==> config.mk <==
export PLATFORM = sky130hd
export DESIGN_NAME = alu_exec_stage
export DESIGN_NICKNAME = d
export VERILOG_FILES = /design/src/rtl/alu_exec_stage.sv
export SDC_FILE = /design/constraint.sdc
export NUM_CORES = 1
export LEC_CHECK = 0
export ABC_AREA = 1
export CORE_ASPECT_RATIO = 0.75
export CORE_MARGIN = 2
export CORE_UTILIZATION = 58
export DETAILED_ROUTE_END_ITERATION = 7
export PLACE_DENSITY = 0.86
export SYNTH_ARGS = -nofsm -noshare
export SYNTH_HDL_FRONTEND = slang
export SYNTH_SLANG_ARGS = --single-unit
==> constraint.sdc <==
create_clock -name clk -period 2.7 [get_ports clk]
set_clock_uncertainty 0.2 [all_clocks]
set_input_delay 0.54 -clock clk [delete_from_list [all_inputs] [get_ports clk]]
set_output_delay 0.54 -clock clk [all_outputs]
set_load 0.02 [all_outputs]
==> src/rtl/alu_exec_stage.sv <==
// alu_exec_stage: ID/EX register, ALU execute and EX/MEM register with stall/flush hooks
module alu_exec_stage #(
  parameter int WIDTH = 32
) (
  input  logic             clk,
  input  logic             rst,
  input  logic             validD,
  input  logic [WIDTH-1:0] srcaD,
  input  logic [WIDTH-1:0] srcbD,
  input  logic [2:0]       alucontrolD,
  input  logic             regwriteD,
  input  logic [4:0]       writeregD,
  input  logic             stall,
  input  logic             flushE,
  output logic             validE,
  output logic             regwriteE,
  output logic [4:0]       writeregE,
  output logic             validM,
  output logic [WIDTH-1:0] aluoutM,
  output logic             zeroM,
  output logic             overflowM,
  output logic             illegalM,
  output logic             regwriteM,
  output logic [4:0]       writeregM
);
  localparam logic [2:0] OP_AND = 3'b000;
  localparam logic [2:0] OP_OR  = 3'b001;
  localparam logic [2:0] OP_ADD = 3'b010;
  localparam logic [2:0] OP_SUB = 3'b110;
  localparam logic [2:0] OP_SLT = 3'b111;
  logic             valid_e_q, valid_e_d, rw_e_q, rw_e_d;
  logic [WIDTH-1:0] a_e_q, a_e_d, b_e_q, b_e_d;
  logic [2:0]       ctl_e_q, ctl_e_d;
  logic [4:0]       wr_e_q, wr_e_d, wr_m_q, wr_m_d;
  logic             valid_m_q, valid_m_d, zero_m_q, zero_m_d, ovf_m_q, ovf_m_d;
  logic             ill_m_q, ill_m_d, rw_m_q, rw_m_d;
  logic [WIDTH-1:0] alu_m_q, alu_m_d;
  logic             keep_e, load_e, ovf, ill;
  logic [WIDTH-1:0] sum, diff, res;
  always_comb begin
    keep_e    = stall & ~flushE;
    load_e    = ~stall & ~flushE & validD;
    valid_e_d = keep_e ? valid_e_q : load_e;
    a_e_d     = keep_e ? a_e_q : load_e ? srcaD : '0;
    b_e_d     = keep_e ? b_e_q : load_e ? srcbD : '0;
    ctl_e_d   = keep_e ? ctl_e_q : load_e ? alucontrolD : '0;
    rw_e_d    = keep_e ? rw_e_q : load_e & regwriteD;
    wr_e_d    = keep_e ? wr_e_q : load_e ? writeregD : '0;
    sum  = a_e_q + b_e_q;
    diff = a_e_q - b_e_q;
    res  = ctl_e_q == OP_ADD ? sum :
           ctl_e_q == OP_SUB ? diff :
           ctl_e_q == OP_AND ? a_e_q & b_e_q :
           ctl_e_q == OP_OR  ? a_e_q | b_e_q :
           ctl_e_q == OP_SLT ? WIDTH'($signed(a_e_q) < $signed(b_e_q)) : '0;
    ovf  = ctl_e_q == OP_ADD ? (a_e_q[WIDTH-1] == b_e_q[WIDTH-1]) && (sum[WIDTH-1] != a_e_q[WIDTH-1]) :
           ctl_e_q == OP_SUB ? (a_e_q[WIDTH-1] != b_e_q[WIDTH-1]) && (diff[WIDTH-1] != a_e_q[WIDTH-1]) :
           1'b0;
    ill  = ctl_e_q == 3'b011 || ctl_e_q == 3'b100 || ctl_e_q == 3'b101;
    // a bubble in E lands in M as all zeros
    valid_m_d = stall ? valid_m_q : valid_e_q;
    alu_m_d   = stall ? alu_m_q : valid_e_q ? res : '0;
    zero_m_d  = stall ? zero_m_q : valid_e_q && res == '0;
    ovf_m_d   = stall ? ovf_m_q : valid_e_q & ovf;
    ill_m_d   = stall ? ill_m_q : valid_e_q & ill;
    rw_m_d    = stall ? rw_m_q : valid_e_q & rw_e_q;
    wr_m_d    = stall ? wr_m_q : valid_e_q ? wr_e_q : '0;
  end
  always_ff @(posedge clk) begin
    if (rst) begin
      valid_e_q <= 1'b0;
      a_e_q     <= '0;
      b_e_q     <= '0;
      ctl_e_q   <= '0;
      rw_e_q    <= 1'b0;
      wr_e_q    <= '0;
      valid_m_q <= 1'b0;
      alu_m_q   <= '0;
      zero_m_q  <= 1'b0;
      ovf_m_q   <= 1'b0;
      ill_m_q   <= 1'b0;
      rw_m_q    <= 1'b0;
      wr_m_q    <= '0;
    end else begin
      valid_e_q <= valid_e_d;
      a_e_q     <= a_e_d;
      b_e_q     <= b_e_d;
      ctl_e_q   <= ctl_e_d;
      rw_e_q    <= rw_e_d;
      wr_e_q    <= wr_e_d;
      valid_m_q <= valid_m_d;
      alu_m_q   <= alu_m_d;
      zero_m_q  <= zero_m_d;
      ovf_m_q   <= ovf_m_d;
      ill_m_q   <= ill_m_d;
      rw_m_q    <= rw_m_d;
      wr_m_q    <= wr_m_d;
    end
  end
  assign validE    = valid_e_q;
  assign regwriteE = rw_e_q & valid_e_q;
  assign writeregE = wr_e_q;
  assign validM    = valid_m_q;
  assign aluoutM   = alu_m_q;
  assign zeroM     = zero_m_q;
  assign overflowM = ovf_m_q;
  assign illegalM  = ill_m_q;
  assign regwriteM = rw_m_q & valid_m_q;
  assign writeregM = wr_m_q;
endmodule

==> results of run 1 <==
-- logic make-up after synthesis --
logic type / synth area share, %
buffers and inverters: 12.4
flip-flops: 22.6
XOR/XNOR: 0.510
AND/OR/NAND/NOR: 38.1
AO/OA/AOI/OAI: 14.3
adder cells (fa/ha/maj): 12.1
-- timing repair --
item	4_1_cts
buffers inserted	1
gates resized for setup	51
setup endpoints to repair	15
pin swaps	7
-- through the flow --
| step | area [sq um] | setup slack (ps) | TNS [ps] | hold slack [ps] |
|---|---|---|---|---|
| floorplan | 10300 | 265 | 0 | 245 |
| CTS | 14400 | -269 | -269 | 263 |
| detailed placement | 13700 | -501 | -1240 | 254 |
| global placement | 13700 | -356 | -669 | 251 |
-- per-layer routing --
metal / overflow / GRT usage, %
met5: 0 / 41.2
met4: 14 / 67.3
met3: 1 / 64.4
met2: 12 / 87.9
met1: 2 / 80.1
==> metrics.md, run 1 <==
| Metric | Value |
|---|---|
| Number of port buffers | between 100 and 150 |
| CTS Buf Count | 17 |
| Antenna violations before repair | 12 |
| DP Cell Count | 2,290 |
| I/O Pins | around 130 |
| Worst endpoint type | register input |
| Status | did not finish |
| Top_reg_cell synth | dfxtp_1 |
| Most common cell in the synthesized netlist | nand2_1 |
| Syn avg cell area | about 6 sq um |
| H-tree lvl count | 4 |
| Synth top area share | between 20 and 25% |
| Distinct cells, synth | 37 |
| #FFs+latches synth | 116 |
| Synth area leaders | dfxtp_1 23%, nand2_1 18%, ha_1 12% |
| Failed at | 5_1_grt |
| Post-GRT worst EP | zeroM$_SDFFE_PP0N_/D |
| Detailed placement HPWL | between 30,000 and 40,000 um |
| Synth warn | 0 |
| Row Count | 42 |
| Starting density of the core | around 59% |
| Routability Congestion | 1.10 |
| Post-synthesis net count | 1,898 |
| Synth top cells by count | 497 x nand2_1, 235 x inv_1, 181 x a21oi_1 |
| Cells after synthesis | between 1,500 and 2,000 |
| Seq/Total Area, Yosys | between 20% and 30% |
| Synth Cell Area | approximately 0.010 sq mm |
| Synth area leader | dfxtp_1 |
| Post-synth EDFFs | 0 |
| Largest net degree at the start of global routing | 50 |
| Die H | around 120 um |
| Error msg | [ERROR GRT-0232] Routing congestion too high. Check the congestion heatmap in the GUI. |
| Die width | around 160 um |
| Clock sinks | around 120 |
| Synth async-reset ratio | 0% |
| Root Buffer | clkbuf_16 |
| Grt total ovfl | 29 |
| Global Route Usage Sum | 76.2% |
| Hold_buf cts | 0 |
| CTS Buffer Depth | 2 |
==> run 2, diff against run 1 <==
--- a/config.mk
+++ b/config.mk
@@ -6,11 +6,10 @@
 export NUM_CORES = 1
 export LEC_CHECK = 0
 export ABC_AREA = 1
-export CORE_ASPECT_RATIO = 0.75
 export CORE_MARGIN = 2
-export CORE_UTILIZATION = 58
+export CORE_UTILIZATION = 40
 export DETAILED_ROUTE_END_ITERATION = 7
-export PLACE_DENSITY = 0.86
+export PLACE_DENSITY_LB_ADDON = 0.15
 export SYNTH_ARGS = -nofsm -noshare
 export SYNTH_HDL_FRONTEND = slang
 export SYNTH_SLANG_ARGS = --single-unit
==> run 2 against run 1 <==
The flow now finishes, with violations (negative setup slack). Synthesized area did not move. Synthesized cell count did not move.
==> metrics.md, run 2 <==
| Metric | Value |
|---|---|
| Slew @ Worst Pin | between 700 and 800 ps |
| Synth warn | 0 (unchanged) |
| Reg clk slew, reported paths | 70 ps |
| Period utilization | 103% |
| Syn avg cell area | 5.98 sq um (unchanged) |
| Distinct cells, synth | 37 (unchanged) |
| #FFs+latches synth | 116 (unchanged) |
| Starting DRC count in detailed routing | just over 1,000 |
| Power Internal | around 0.0036 W |
| Synth top area share | 22.6% (unchanged) |
| Post-synthesis net count | 1,898 (unchanged) |
| MaxCap Viol Count | 0 |
| Crit Path Max Fanout | 4 |
| Die H | 164 um (was 119 um) |
| CTS tree | done |
| CTS Buf Count | 17 (unchanged) |
| H-tree lvl count | 4 (unchanged) |
| Antenna violations before repair | 0 |
| DP Cell Count | 2,412 (was 2,290) |
| Vias in the first global route | 11,600 |
| I/O Pins | 127 (unchanged) |
| Normalized max-slew margin | 51.7% |
| Clock power share | 42.5% |
| Power per cell area | between 300 and 400 mW/mm^2 |
| Commonest non-fill, non-tap cell in the layout | nand2_1 |
| Hold Crit Class | in -> reg |
| Root Buffer | clkbuf_16 (unchanged) |
| N_diodes | 0 |
| Clock sinks | 116 (unchanged) |
| Max frequency | approximately 360 MHz |
| Uppermost layer routed | met4 |
| Fill cells | 2,527 |
| Endpoints failing hold | 0 |
| Status | finished, violations left (was did not finish) |
| Worst Setup Slack, final | -88.9 ps |
| Cells after synthesis | 1,722 (unchanged) |
| Synth async-reset ratio | 0% (unchanged) |
| Failing checks | negative setup slack |
| Row Count | 58 (was 42) |
| FF+latch area | about 0.0023 sq mm |
| DRC viols | 0 |
| Synth area leader | dfxtp_1 (unchanged) |
| Comb power frac | 25.7% |
| Required time of the critical path | between 2000 and 3000 ps |
| Routability Congestion | 0.960 (was 1.10) |
| Number of port buffers | 126 (unchanged) |
| Cell Chain, Critical Path | inv_1, ha_1, nor2_1, nand2_1, nand2_4, nand2_1, nand2_2, nand2_2, nand2_4, nand2_1, nand3_2, nand3_2, nor2_2, nand2_1, nor2_2, nand3_2, nor2_1, nand3_1, a21oi_2 |
| Vias | between 10,000 and 15,000 |
| Arrival @ worst endpoint | between 2000 and 3000 ps |
| Top_reg_cell synth | dfxtp_1 (unchanged) |
| Worst path most repeated cell | nand2_1 |
| Worst IR Drop VDD | between 300 and 400 uV |
| Worst Path Buf+Inv | 1 |
| CP Capture Type | flip-flop |
| Synth area leaders | dfxtp_1 23%, nand2_1 18%, ha_1 12% (unchanged) |
| Commonest cells after routing, fill and taps aside | 470 x nand2_1, 311 x buf_4, 229 x inv_1 |
| Cell family with most CP delay | simple AND/OR/NAND/NOR gates |
| Crit path time final | roughly 2800 ps |
| DR WL met3 | roughly 2800 um |
| Post-synth EDFFs | 0 (unchanged) |
| Core area | around 0.025 sq mm |
| Average wire per standard cell | 17.6 um |
| Length of routed met2 wiring | 18,400 um |
| Synth Cell Area | 0.0103 sq mm (unchanged) |
| Crit Path Category | reg -> reg |
| Global Route Usage Sum | between 30% and 40% |
| Starting density of the core | 40.8% (was 58.8%) |
| Max stage delay on crit path | around 380 ps |
| M1 WL | between 20,000 and 25,000 um |
| Startpoint types | flip-flop |
| CTS Buffer Depth | 2 (unchanged) |
| Non-filler cells, final | approximately 2,500 |
| DIE AREA | ~0.027 sq mm |
| RSZ-0062 raised after global routing | true |
| Detailed placement HPWL | 33,700 um (was 35,100 um) |
| Most common cell in the synthesized netlist | nand2_1 (unchanged) |
| Leak | roughly 7.0 nW |
| Grt total ovfl | 0 |
| WL final | roughly 43,000 um |
| Seq pwr share | roughly a third |
| Max-slew violations | 0 |
| Area occupied by multi-input gates | roughly 0.0074 sq mm |
| Clock Latency Late Sink | between 400 and 500 ps |
| Final net count | approximately 2,300 |
| Largest net degree at the start of global routing | between 100 and 150 |
| Final setup violation count | 1 |
| Die width | 164 um (was 158 um) |
| Crit path max-delay cell type | dfxtp_4 |
| Hold_buf cts | 0 (unchanged) |
| Global-route wire length before repair | 64,600 um |
| Via density | slightly above 5 |
| Seq/Total Area, Yosys | 22.6% (unchanged) |
| Worst slack at placement | -338 ps (was -501 ps) |
| DR pass1 iterations | 8 |
| Synth top cells by count | 497 x nand2_1, 235 x inv_1, 181 x a21oi_1 (unchanged) |
| Post-DRT Antenna Nets | 0 |
| Switching share of power | approximately 34% |
| Area growth, synth to finish | 49.8% |
| Net Sw Power | between 0.0015 and 0.002 W |
| Layout cells sized above 1 | between 20% and 30% |
-- run 2: per-layer routing --
layer | vias up | track usage, %
li1 | 6335 | -
met1 | 5801 | 46.5
met2 | 401 | 48.9
met3 | 34 | 5.32
met4 | 0 | 5.93
met5 | - | 0
-- run 2: final timing paths --
check,from,endpoint,slack [ps],cells after the start
worst min-delay path,stall,validM,230,4
worst max register to register,a_e_q[1],zeroM,-90,19
worst min register to register,aluoutM[20],aluoutM[20],260,2
worst max-delay path,a_e_q[1],zeroM,-90,19
-- run 2: metrics by stage --
| stage | TNS, ps | utilization, % | cell area (sq um) | total power [W] | hold slack (ps) |
|---|---|---|---|---|---|
| global route | -404 | 61.1 | 15400 | 0.00573 | 267 |
| CTS | -95.6 | 59.2 | 15000 | 0.00544 | 226 |
| detailed placement | -701 | 55.7 | 14100 | 0.00306 | 255 |
| floorplan | 0 | - | 10300 | 0.00246 | 245 |
| global placement | -625 | 55.7 | 14100 | 0.00305 | 248 |
| finish | -88.9 | 61.1 | 15400 | 0.00552 | 228 |
-- run 2: power groups by stage --
stage / clock [W] / sequential (W) / combinational, W
finish: 0.00235 / 0.00175 / 0.00142
global route: 0.00243 / 0.00175 / 0.00154
CTS: 0.00237 / 0.00175 / 0.00132
detailed placement: 0 / 0.00179 / 0.00127
global placement: 0 / 0.00179 / 0.00126
floorplan: 0 / 0.00179 / 0.000666
-- run 2: cell families (layout without fill, tap and decap cells) --
logic type	count (synthesis)	after routing	synth area share, %
XOR/XNOR	6	6	0.510
flip-flops	116	116	22.6
buffers and inverters	326	726	12.4
adder cells (fa/ha/maj)	98	98	12.1
AND/OR/NAND/NOR	900	900	38.1
AO/OA/AOI/OAI	276	276	14.3
-- run 2: what timing repair did --
action | in CTS | in global routing
setup endpoints to repair | 12 | 17
gates cloned | 0 | 0
setup buffers | 1 | 7
pin swaps | 11 | 27
resized for setup | 82 | 99
endpoints found under the hold margin | 0 | 0
-- run 2: area by class of cell --
| class | count | area share (%) |
|---|---|---|
| Clock buffer | 18 | 2.78 |
| Clock inverter | 14 | 0.917 |
| Inverter | 248 | 6.04 |
| Multi-Input combinational cell | 1280 | 48.0 |
| Sequential cell | 116 | 15.1 |
| Tap cell | 330 | 2.68 |
| Timing Repair Buffer | 446 | 24.4 |
-- run 2: worst min-delay path, cell delays in order --
cell	delay, ps
buf_2	100
inv_2	40
nand2_1	70
a21oi_1	60
(Power assumes the default switching activity.)
==> run 3, diff against run 2 <==
==> constraint.sdc (replaced) <==
create_clock -name clk -period 3.2 [get_ports clk]
set_clock_uncertainty 0.2 [all_clocks]
set_input_delay 0.64 -clock clk [delete_from_list [all_inputs] [get_ports clk]]
set_output_delay 0.64 -clock clk [all_outputs]
set_load 0.02 [all_outputs]
==> run 3 against run 2 <==
The flow now finishes without violations. Cell count decreased by 11%. Clock-buffer cell count increased by 1. Sequential power decreased by 15%. Largest power group unchanged. Critical path type unchanged. Design area decreased by 17%. Non-clock buffer count decreased by 261. Via count decreased by 6.0%. Sequential share of layout area increased by 3.0 points.
==> metrics.md, run 3 (same netlist as run 2, synthesis figures left out) <==
| Metric | Value |
|---|---|
| Status | finished clean (was finished, violations left) |
| CTS Buf Count | 17 (unchanged) |
| Clock sinks | 116 (unchanged) |
| Crit Path Max Fanout | 8 (was 4) |
| Worst IR Drop VDD | 249 uV (was 321 uV) |
| Core area | 0.0253 sq mm (unchanged) |
| Global-route wire length before repair | 61,900 um (was 64,600 um) |
| Global Route Usage Sum | 30.5% (was 31.7%) |
| DIE AREA | 0.0270 sq mm (unchanged) |
| Largest net degree at the start of global routing | 77 (was 117) |
| Row Count | 58 (unchanged) |
| Startpoint types | flip-flop (unchanged) |
| Hold Crit Class | reg -> reg (was in -> reg) |
| Worst-case reg-to-reg path depth | 14 (was 19) |
| Vias | 11,800 (was 12,600) |
| Starting DRC count in detailed routing | 1,185 (was 1,024) |
| Period utilization | 97.0% (was 103%) |
| Final net count | 2,024 (was 2,285) |
| Final core occ | 50.8% (was 61.1%) |
| Routability Congestion | 0.976 (was 0.960) |
| Die H | 164 um (unchanged) |
| H-tree lvl count | 4 (unchanged) |
| Post-route setup TNS | 0 ps (was -88.9 ps) |
| MaxCap Viol Count | 0 (unchanged) |
| Layout cells sized above 1 | 10.7% (was 26.1%) |
| Leak | 5.59 nW (was 7.03 nW) |
| Final instance area | 0.0128 sq mm (was 0.0154 sq mm) |
| I/O Pins | 127 (unchanged) |
| WL final | 41,000 um (was 43,100 um) |
| Normalized max-slew margin | 45.8% (was 51.7%) |
| Grt total ovfl | 0 (unchanged) |
| Post-DRT Antenna Nets | 0 (unchanged) |
| Crit path time final | 3100 ps (was 2790 ps) |
| Hold_buf cts | 0 (unchanged) |
| Starting density of the core | 40.8% (unchanged) |
| Final setup violation count | 0 (was 1) |
| Max frequency | 322 MHz (was 359 MHz) |
| N_diodes | 0 (unchanged) |
| DRC viols | 0 (unchanged) |
| Arrival @ worst endpoint | 3280 ps (was 2950 ps) |
| CP Capture Type | flip-flop (unchanged) |
| Reg clk slew, reported paths | 70 ps (about the same) |
| Slew @ Worst Pin | 813 ps (was 725 ps) |
| DR pass1 iterations | 7 (was 8) |
| CTS Buffer Depth | 2 (unchanged) |
| Via density | 5.39 (was 5.13) |
| Number of port buffers | 126 (unchanged) |
| Commonest non-fill, non-tap cell in the layout | nand2_1 (unchanged) |
| Worst Hold Margin | 259 ps (was 228 ps) |
| Detailed placement HPWL | 31,900 um (was 33,700 um) |
| Vias in the first global route | 10,800 (was 11,600) |
| CTS tree | done (unchanged) |
| Area growth, synth to finish | 24.6% (was 49.8%) |
| WHS Path Cells | 2 (was 4) |
| DP Area | 0.0121 sq mm (was 0.0141 sq mm) |
| Root Buffer | clkbuf_16 (unchanged) |
| Commonest cells after routing, fill and taps aside | 494 x nand2_1, 234 x inv_1, 173 x a21oi_1 (was 470 x nand2_1, 311 x buf_4, 229 x inv_1) |
| Power per cell area | 348 mW/mm^2 (was 358 mW/mm^2) |
| Antenna violations before repair | 1 (was 0) |
| Clock Latency Late Sink | 440 ps (about the same) |
| Endpoints failing hold | 0 (unchanged) |
| Crit Path Category | reg -> reg (unchanged) |
| Max-slew violations | 0 (unchanged) |
| Required time of the critical path | 3370 ps (was 2860 ps) |
| Average wire per standard cell | 18.7 um (was 17.6 um) |
| Die width | 164 um (unchanged) |
## run 3: stage by stage
step                      instances  worst slack, ps  power, W
after floorplan                1722              765   0.00208
after global placement         2158            -26.6   0.00242
after detailed placement       2158            -63.7   0.00242
after CTS                      2190             6.36   0.00444
after global routing           2191            -9.36   0.00463
final                          2191             96.4   0.00446
## run 3: repair_timing
item,CTS,global route
endpoints found under the setup margin,1,2
buffers inserted,0,1
endpoints found under the hold margin,0,0
gates resized for setup,1,49
pin swaps,0,3
## run 3: power by group
group / switching [W] / leakage (nW) / internal (W) / total (W)
clock network: 0.000860 / 0.277 / 0.00118 / 0.00204
logic: 0.000610 / 4.37 / 0.000327 / 0.000936
registers: 0.0000182 / 0.940 / 0.00146 / 0.00148
total: 0.00149 / 5.59 / 0.00297 / 0.00446
## run 3: layer usage
| metal | routed length, um | vias to the layer above | GRT usage, % |
|---|---|---|---|
| li1 | - | 5818 | - |
| met1 | 19300 | 5368 | 45.5 |
| met2 | 16400 | 565 | 42.8 |
| met3 | 4190 | 64 | 6.81 |
| met4 | 1080 | 2 | 10.3 |
| met5 | 7 | - | 0 |
## run 3: final cells by class
type,instances,area (sq um)
inverter,248,931
fill,2692,12400
timing repair buffer,185,1730
multi-input combinational,1280,6840
sequential,116,2330
clock buffer,19,443
clock inverter,13,148
tap,330,413
## run 3: final timing paths
check | endpoint | startpoint | slack (ps)
setup / recovery | zeroM | b_e_q[19] | 100
hold / removal | aluoutM[31] | aluoutM[31] | 260
setup reg to reg | zeroM | b_e_q[19] | 100
hold reg to reg | aluoutM[31] | aluoutM[31] | 260
## run 3: critical path, cell delays in order, from the launching register on
cell and delay, ps:
dfxtp_1 320, inv_1 50, ha_1 510, buf_4 180
nand2_1 120, nor4_1 600, nand4_1 210, nand3_1 120
a21oi_1 80, buf_4 150, nor2_1 80, nand2_1 80
nor2_1 140, nand3_1 100, a21oi_2 110
